### src/rtl/dsp_simd_logic_sched.sv
// Shares one three-lane SIMD DSP logic unit (AND/OR/XOR) among four requesters.
// Same-op requests are bundled round-robin into one issue; results are held per requester until consumed.
module dsp_simd_logic_sched #(
    parameter int WIDTH = 12,
    parameter int LAT   = 0
) (
    input  logic                 clock_i,
    input  logic                 reset_i,
    input  logic [3:0]           req_valid_i,
    output logic [3:0]           req_ready_o,
    input  logic [7:0]           req_op_i,
    input  logic [4*WIDTH-1:0]   req_a_i,
    input  logic [4*WIDTH-1:0]   req_b_i,
    output logic [3:0]           rsp_valid_o,
    input  logic [3:0]           rsp_ready_i,
    output logic [4*WIDTH-1:0]   rsp_y_o,
    output logic [WIDTH-1:0]     dsp_a0_o,
    output logic [WIDTH-1:0]     dsp_a1_o,
    output logic [WIDTH-1:0]     dsp_a2_o,
    output logic [WIDTH-1:0]     dsp_b0_o,
    output logic [WIDTH-1:0]     dsp_b1_o,
    output logic [WIDTH-1:0]     dsp_b2_o,
    output logic [3:0]           dsp_alumode_o,
    output logic [8:0]           dsp_opmode_o,
    input  logic [WIDTH-1:0]     dsp_y0_i,
    input  logic [WIDTH-1:0]     dsp_y1_i,
    input  logic [WIDTH-1:0]     dsp_y2_i,
    output logic                 busy_o
);

    if (WIDTH < 1 || WIDTH > 12) begin : g_bad_width
        $error("dsp_simd_logic_sched: WIDTH must be 1..12");
    end
    if (LAT < 0 || LAT > 3) begin : g_bad_lat
        $error("dsp_simd_logic_sched: LAT must be 0..3");
    end

    localparam logic [3:0] ALU_AND = 4'b1100;
    localparam logic [3:0] ALU_XOR = 4'b0100;
    localparam logic [8:0] OPM_AND = 9'b000110011;
    localparam logic [8:0] OPM_OR  = 9'b000111011;

    typedef enum logic {IDLE, EXEC} state_t;

    state_t                  state_q, state_d;
    logic [1:0]              rr_q;
    logic [1:0]              cnt_q;
    logic [2:0][WIDTH-1:0]   lane_a_q, lane_b_q;
    logic [2:0][1:0]         map_q;
    logic [2:0]              used_q;
    logic [3:0]              alumode_q;
    logic [8:0]              opmode_q;
    logic [3:0]              rsp_valid_q, rsp_valid_d;
    logic [4*WIDTH-1:0]      rsp_y_q, rsp_y_d;

    logic [3:0]              elig, member;
    logic                    found;
    logic [1:0]              leader, lop, idx, op_n, nmem;
    logic [2:0][1:0]         lmap_d;
    logic [2:0]              lused_d;
    logic                    go, capture;
    logic [2:0][WIDTH-1:0]   y_lane;

    assign y_lane = {dsp_y2_i, dsp_y1_i, dsp_y0_i};

    // Leader is the first eligible requester from rr; later same-op requesters join, up to three lanes.
    always_comb begin
        elig    = req_valid_i & ~rsp_valid_q;
        member  = '0;
        found   = 1'b0;
        leader  = '0;
        lop     = '0;
        nmem    = '0;
        lmap_d  = '0;
        lused_d = '0;
        idx     = '0;
        op_n    = '0;
        for (int j = 0; j < 4; j++) begin
            idx  = rr_q + 2'(j);
            op_n = req_op_i[2*idx +: 2];
            if (op_n == 2'b11) op_n = 2'b00;
            if (elig[idx] && (!found || (op_n == lop && nmem != 2'd3))) begin
                if (!found) begin
                    found  = 1'b1;
                    leader = idx;
                    lop    = op_n;
                end
                member[idx] = 1'b1;
                case (nmem)
                    2'd0:    begin lmap_d[0] = idx; lused_d[0] = 1'b1; end
                    2'd1:    begin lmap_d[1] = idx; lused_d[1] = 1'b1; end
                    default: begin lmap_d[2] = idx; lused_d[2] = 1'b1; end
                endcase
                nmem = nmem + 2'd1;
            end
        end
    end

    assign go      = (state_q == IDLE) && found;
    assign capture = (state_q == EXEC) && (cnt_q == 2'd0);

    always_comb begin
        state_d = state_q;
        case (state_q)
            IDLE:    if (found) state_d = EXEC;
            EXEC:    if (cnt_q == 2'd0) state_d = IDLE;
            default: state_d = IDLE;
        endcase
    end

    // Pop before capture; capture never hits a held response since those requesters were not eligible.
    always_comb begin
        rsp_valid_d = rsp_valid_q & ~rsp_ready_i;
        rsp_y_d     = rsp_y_q;
        if (capture) begin
            for (int k = 0; k < 3; k++) begin
                if (used_q[k]) begin
                    rsp_valid_d[map_q[k]]               = 1'b1;
                    rsp_y_d[map_q[k]*WIDTH +: WIDTH]    = y_lane[k];
                end
            end
        end
    end

    always_ff @(posedge clock_i) begin
        if (reset_i) begin
            state_q     <= IDLE;
            rr_q        <= '0;
            cnt_q       <= '0;
            lane_a_q    <= '0;
            lane_b_q    <= '0;
            map_q       <= '0;
            used_q      <= '0;
            alumode_q   <= ALU_AND;
            opmode_q    <= OPM_AND;
            rsp_valid_q <= '0;
            rsp_y_q     <= '0;
        end else begin
            state_q     <= state_d;
            rsp_valid_q <= rsp_valid_d;
            rsp_y_q     <= rsp_y_d;
            if (go) begin
                for (int k = 0; k < 3; k++) begin
                    lane_a_q[k] <= lused_d[k] ? req_a_i[lmap_d[k]*WIDTH +: WIDTH] : '0;
                    lane_b_q[k] <= lused_d[k] ? req_b_i[lmap_d[k]*WIDTH +: WIDTH] : '0;
                end
                map_q  <= lmap_d;
                used_q <= lused_d;
                case (lop)
                    2'b01:   begin alumode_q <= ALU_AND; opmode_q <= OPM_OR;  end
                    2'b10:   begin alumode_q <= ALU_XOR; opmode_q <= OPM_AND; end
                    default: begin alumode_q <= ALU_AND; opmode_q <= OPM_AND; end
                endcase
                rr_q  <= leader + 2'd1;
                cnt_q <= 2'(LAT);
            end else if (state_q == EXEC && cnt_q != 2'd0) begin
                cnt_q <= cnt_q - 2'd1;
            end
        end
    end

    assign req_ready_o   = (state_q == IDLE && !reset_i) ? member : 4'b0000;
    assign rsp_valid_o   = rsp_valid_q;
    assign rsp_y_o       = rsp_y_q;
    assign dsp_a0_o      = lane_a_q[0];
    assign dsp_a1_o      = lane_a_q[1];
    assign dsp_a2_o      = lane_a_q[2];
    assign dsp_b0_o      = lane_b_q[0];
    assign dsp_b1_o      = lane_b_q[1];
    assign dsp_b2_o      = lane_b_q[2];
    assign dsp_alumode_o = alumode_q;
    assign dsp_opmode_o  = opmode_q;
    assign busy_o        = (state_q == EXEC);

endmodule

### config.mk
export PLATFORM = sky130hd
export DESIGN_NAME = dsp_simd_logic_sched
export DESIGN_NICKNAME = d
export VERILOG_FILES = /design/src/rtl/dsp_simd_logic_sched.sv
export SDC_FILE = /design/constraint.sdc
export NUM_CORES = 1
export LEC_CHECK = 0
export ABC_CLOCK_PERIOD_IN_PS = 5950
export CORE_MARGIN = 4
export CORE_UTILIZATION = 35
export CTS_CLUSTER_DIAMETER = 40
export DETAILED_ROUTE_END_ITERATION = 10
export MAX_ROUTING_LAYER = met4
export SLEW_MARGIN = 10
export SYNTH_ARGS = -nofsm -noshare
export SYNTH_HDL_FRONTEND = slang
export SYNTH_SLANG_ARGS = --single-unit
export TNS_END_PERCENT = 50
### constraint.sdc
create_clock -name clock_i -period 5.95 [get_ports clock_i]
set_input_delay 0.8925 -clock clock_i [delete_from_list [all_inputs] [get_ports clock_i]]
set_output_delay 0.8925 -clock clock_i [all_outputs]
set_load 0.03 [all_outputs]
# Word-level counts from Yosys, hierarchy flattened

Index checks and enable logic that the tools add are counted.

RAM bits: 0
Memory bits (read-only): 0
Input bits: 150
Register bits after elaboration: 151
Memories: 0
Bits in latches: 0

Multiplexer cells: 101
Bitwise operators: 11
Eq/ne operators: 15
Multipliers: 6
Reduce and logical (&&, ||, !) cells: 33
Add/sub/neg operators: 10
Div/mod/pow operators: 0
$lt $le $gt $ge: 14
Shift-type cells: 16

Operator list:

| cell                     | count |
|---|---|
| $shiftx 48x7->12         | 6 |
| $mux 48                  | 5 |
| $bwmux 48                | 3 |
| $shift 12x34->48 const A | 3 |
| $shiftx 12x34->48        | 3 |
| $neg 6->34               | 3 |
| $mux 12                  | 6 |
| $mux 2                   | 29 |
| $mux 4                   | 13 |
| $shiftx 8x4->2           | 4 |
| $mux 1                   | 27 |
| $mul 2x2->4 const B      | 6 |
| $or 4x4->4               | 6 |
| $lt 2x3->1 const B       | 7 |
| $mux 6                   | 3 |
| $logic_and 1x1->1        | 17 |
| $demux 1 s2              | 7 |
| $ge 2x1->1 const B       | 7 |
| $eq 2x2->1 const B       | 5 |
| $mux 3                   | 3 |
| $and 4x4->4              | 2 |
| $bmux 1 s2               | 4 |
| $logic_not 2->1          | 4 |
| $not 4->4                | 2 |
| 15 further kinds         | 31 |

# Longest topological paths before layout

Word-level depth: 23
Mapped depth: 20

# Worst setup path after synthesis

Ideal clock, no wire load.

Path kind: register -> output
Start point: register rr_q[0]
End point: output req_ready_o[0]
Buffers on the path: 4
Cell stages (with the launch flop): 17
Arrival time: 4.117 ns
Setup slack: 0.940 ns
Cell sequence: dfxtp_1 -> buf_4 -> inv_2 -> clkbuf_1 -> ha_1 -> buf_2 -> mux4_2 -> nor2b_1 -> a221oi_1 -> a21oi_2 -> ha_1 -> clkbuf_1 -> nor2_1 -> nand4_1 -> and2_1 -> nand2_1 -> a21oi_1

Word-level cells in the longest chain between the ends: 20
Elaborated cells on any way between the ends: 82

Ends and longest elaborated chain:

| element                                              | line   | text |
|---|---|---|
| start: declaration                                   | 46     | `logic [1:0] rr_q;` |
| start signal: assignment                             | 154    | `rr_q <= leader + 2'd1;` |
| $add 2x1->2 / $shiftx 8x4->2 (equally long branches) | 79, 80 |  |
| $shiftx 8x4->2 / $eq 2x2->1 (equally long branches)  | 80, 81 |  |
| $eq 2x2->1 / $mux 2 (equally long branches)          | 81     | `if (op_n == 2'b11) op_n = 2'b00;` |
| $mux 2 (on tied branches)                            | 81, 82 |  |
| $eq 2x2->1                                           | 82     | `if (elig[idx] && (!found \|\| (op_n == lop && nmem != 2'd3))) begin` |
| $logic_and 1x1->1                                    | 82     |  |
| $logic_or 1x1->1                                     | 82     |  |
| $logic_and 1x1->1                                    | 82     |  |
| (+4 left out)                                        | -      |  |
| $logic_and 1x1->1                                    | 82     |  |
| $mux 2                                               | 82     |  |
| $eq 2x2->1 / $ne 2x2->1 (equally long branches)      | 82     |  |
| $logic_and 1x1->1                                    | 82     |  |
| $logic_or 1x1->1                                     | 82     |  |
| $logic_and 1x1->1                                    | 82     |  |
| $mux 4 *                                             | 82     |  |
| $mux 4 *                                             | 162    | `assign req_ready_o = (state_q == IDLE && !reset_i) ? member : 4'b0000;` |
| end: declaration                                     | 10     | `output logic [3:0] req_ready_o,` |

Every way passes the cells marked *; elsewhere a longest branch is shown, timed or not. The select of a mux whose other input is x is not followed.

# Final worst setup path

Start point: register rr_q[0]
End point: output req_ready_o[1]

The elaborated chain is that of the path after synthesis.

==> metrics.txt <==
Die X=approximately 200 µm; routability cong.=0.9927; top-area cell type share of the netlist area=0.2136; CTS Hold Bufs=0; highest clock rate=roughly 0.19 GHz; vias in the first global route=between 10000 and 15000; clock skew=0.01593 ns; combinational share of power=0.739; htree depth=4; Tcrit/Tclk final=0.8876; Yosys reg bits=140; I/O pin count=292; worst min-delay path category=register to register; Leak Pwr=0.005811 µW; CORE AREA=36790 µm²; total gr overflow=0; Clk network pwr share=0.117; RSZ-0062 raised after global routing=no; Seq/Total Area, Yosys=0.2136; synthesized area per cell=around 7.6 µm²; max-slew violation count=0; CTS root buf=clkbuf_16; critical path endpoint category=output port; Port Buf Inserts=280; Rows=70; worst path arrival time=about 4.4 ns; Clk Latency, worst-skew pair=0.45 ns; max cap viols=0; CTS tree=yes; Finished Cell Area=16660 µm²; outcome=complete, no violations; drt via density=between 6 and 7; Final HPWL DP=40200 µm; drt total wl=57580 µm; first drt pass iteration count=6; total number of vias=15220; Num CTS Buffers=17; Slowest cell on crit path=dfxtp_4; final setup violation count=0; Reg clk slew, reported paths=~0.070 ns; Area Overhead vs Synth=26.95%; Routed Antenna Nets=0; # DRC=0; dominant cell type by area after synthesis=dfxtp_1; Cell variety after synth=77; initial DRC count=1607; Worst Setup Start Kind=register; most frequent cells in the layout=clkdlybuf4s50_1 (275), nand2_1 (208), nor2_1 (168); final setup TNS=0 ns; dominant cells by area after synthesis=dfxtp_1 (21%), mux2i_1 (8.0%), nand2_1 (6.0%); largest net degree at the start of global routing=100; final net count=2057; initial antenna violation count=8; CTS resizes=0; pwr dens=just under 600 nW/µm²; most common cell after layout, fill and taps aside=clkdlybuf4s50_1; Worst Tran Pin Value=1.212 ns; Worst slew margin=0.1920; Die Span Y=201.6 µm; P_int=approximately 4600 µW; Core Util, Final=0.4529; EDFF count, synth=0; maximum VDD drop=0.5565 mV; Top FF cell, synth=dfxtp_1; first-pass GRT wire length=88260 µm; switching share of total power=0.5359; async set-or-reset flop fraction in the synthesized netlist=0; Worst Path Required=5.06 ns; Crit path largest cell delay=0.46 ns; Mapped Area=13120 µm²; clock sink total=140; cell count after synthesis=between 1500 and 2000; min cycle time layout=5.281 ns; Sequential Power Share=0.144; GRT Total Usage=0.2772; Yosys warnings=0; WL/cell=24.40 µm; Die ar.=roughly 41000 µm²; layout cells sized above 1=0.08864; Crit Path Max Fanout=18; critical path type=register to output port; Cell Chain, Critical Path=inv_2, ha_1, mux4_2, nor2b_1, a221oi_1, a21oi_2, buf_4, ha_1, nand2_1, nand4_1, nand2_1, a222oi_1, a21oi_1, buf_4; # Post-CTS Setup Buffers=0; NetSw=~5300 µW; Initial Util=0.3567; final hold vios=0; Post-DP Area=around 16000 µm²; Max Root-Sink Buffers=2
-- layout make-up --
| cell class | count | area (µm²) |
|---|---|---|
| timing repair buffer | 309 | 3043 |
| clock inverter | 15 | 190.2 |
| sequential | 140 | 2806 |
| inverter | 21 | 78.83 |
| antenna | 8 | 20.02 |
| multi-input combinational | 1382 | 9510 |
| clock buffer | 17 | 425.4 |
| tap | 468 | 585.6 |
| fill | 3696 | 20130 |
-- worst paths after layout --
| path | start | to | slack, ns | cells after the start |
|---|---|---|---|---|
| max | rr_q[0] | req_ready_o[1] | 0.67 | 14 |
| min | dsp_a0_o[7] | dsp_a0_o[7] | 0.47 | 2 |
| max reg2reg | rr_q[0] | dsp_a2_o[6] | 0.80 | 15 |
| min reg2reg | dsp_a0_o[7] | dsp_a0_o[7] | 0.47 | 2 |
-- per-layer routing --
| metal | track usage | vias to the layer above | part of all wire |
|---|---|---|---|
| li1 | - | 6923 | - |
| met1 | 0.3783 | 7436 | 0.44 |
| met2 | 0.4106 | 748 | 0.44 |
| met3 | 0.06092 | 113 | 0.087 |
| met4 | 0.08472 | 0 | 0.030 |
| met5 | - | - | 0 |
-- flip-flops by register name (all words and copies together), names as in the netlist --
register and count:
busy_o 1, cnt_q 2, dsp_a0_o 12, dsp_a1_o 12, dsp_a2_o 12, dsp_alumode_o 1, dsp_b0_o 12, dsp_b1_o 12
dsp_b2_o 12, dsp_opmode_o 1, map_q 6, rr_q 2, rsp_valid_o 4, rsp_y_o 48, used_q 3
-- power by group through the flow --
stage	combinational [µW]	clock, µW	sequential (µW)
after detailed placement	7170	0	1440
after floorplan	4890	0	1750
final	7310	1160	1420
after global placement	7070	0	1440
after CTS	7190	1180	1430
after global routing	7820	1220	1460
-- kinds of logic (layout without fill, tap and decap cells) --
family                   count (synthesis)  after routing  share of synthesized area
AO/OA/AOI/OAI                          618            618                     0.3474
other                                    2             19                  0.0005723
AND/OR/NAND/NOR                        542            542                     0.1831
multiplexers                           168            168                     0.1453
adder cells (fa/ha/maj)                 36             36                    0.03432
flip-flops                             140            140                     0.2136
XOR/XNOR                                 7              7                   0.004672
buffers and inverters                  209            362                    0.07113
-- cell usage after synthesis (16+ instances only) --
master and instances:
inv_1 19, o22ai_1 16, nand2_1 209, a22oi_1 39, o221ai_1 63, nor3_1 59
a211oi_1 64, dfxtp_1 140, a21oi_1 106, a221oi_1 89, o32a_1 49, clkbuf_1 133
o21ai_0 111, nor2_1 170, buf_4 19, ha_1 36, nor2b_1 16, mux2_2 49
and3_1 21, buf_2 23, mux2i_1 105
-- metrics by stage --
step / setup slack [ns] / total power [µW] / hold WS, ns / std cells
floorplan: 0.9402 / 6642 / 0.4788 / 1731
global placement: 0.6109 / 8515 / 0.4430 / 2320
detailed placement: 0.4088 / 8609 / 0.4499 / 2320
CTS: 0.6945 / 9797 / 0.4688 / 2352
global route: 0.3578 / 10490 / 0.4907 / 2360
finish: 0.6688 / 9893 / 0.4672 / 2360
-- critical path: cells and delay by family, from the launching register on --
kind / cells / cell delay (ns)
AOI/OAI and AO/OA: 4 / 1.06
adders and majority gates: 2 / 0.74
buffers and inverters: 3 / 0.58
DFF: 1 / 0.46
muxes: 1 / 0.39
and+or+nand+nor: 4 / 0.71
Note: power is estimated with default switching activity, not from simulation.
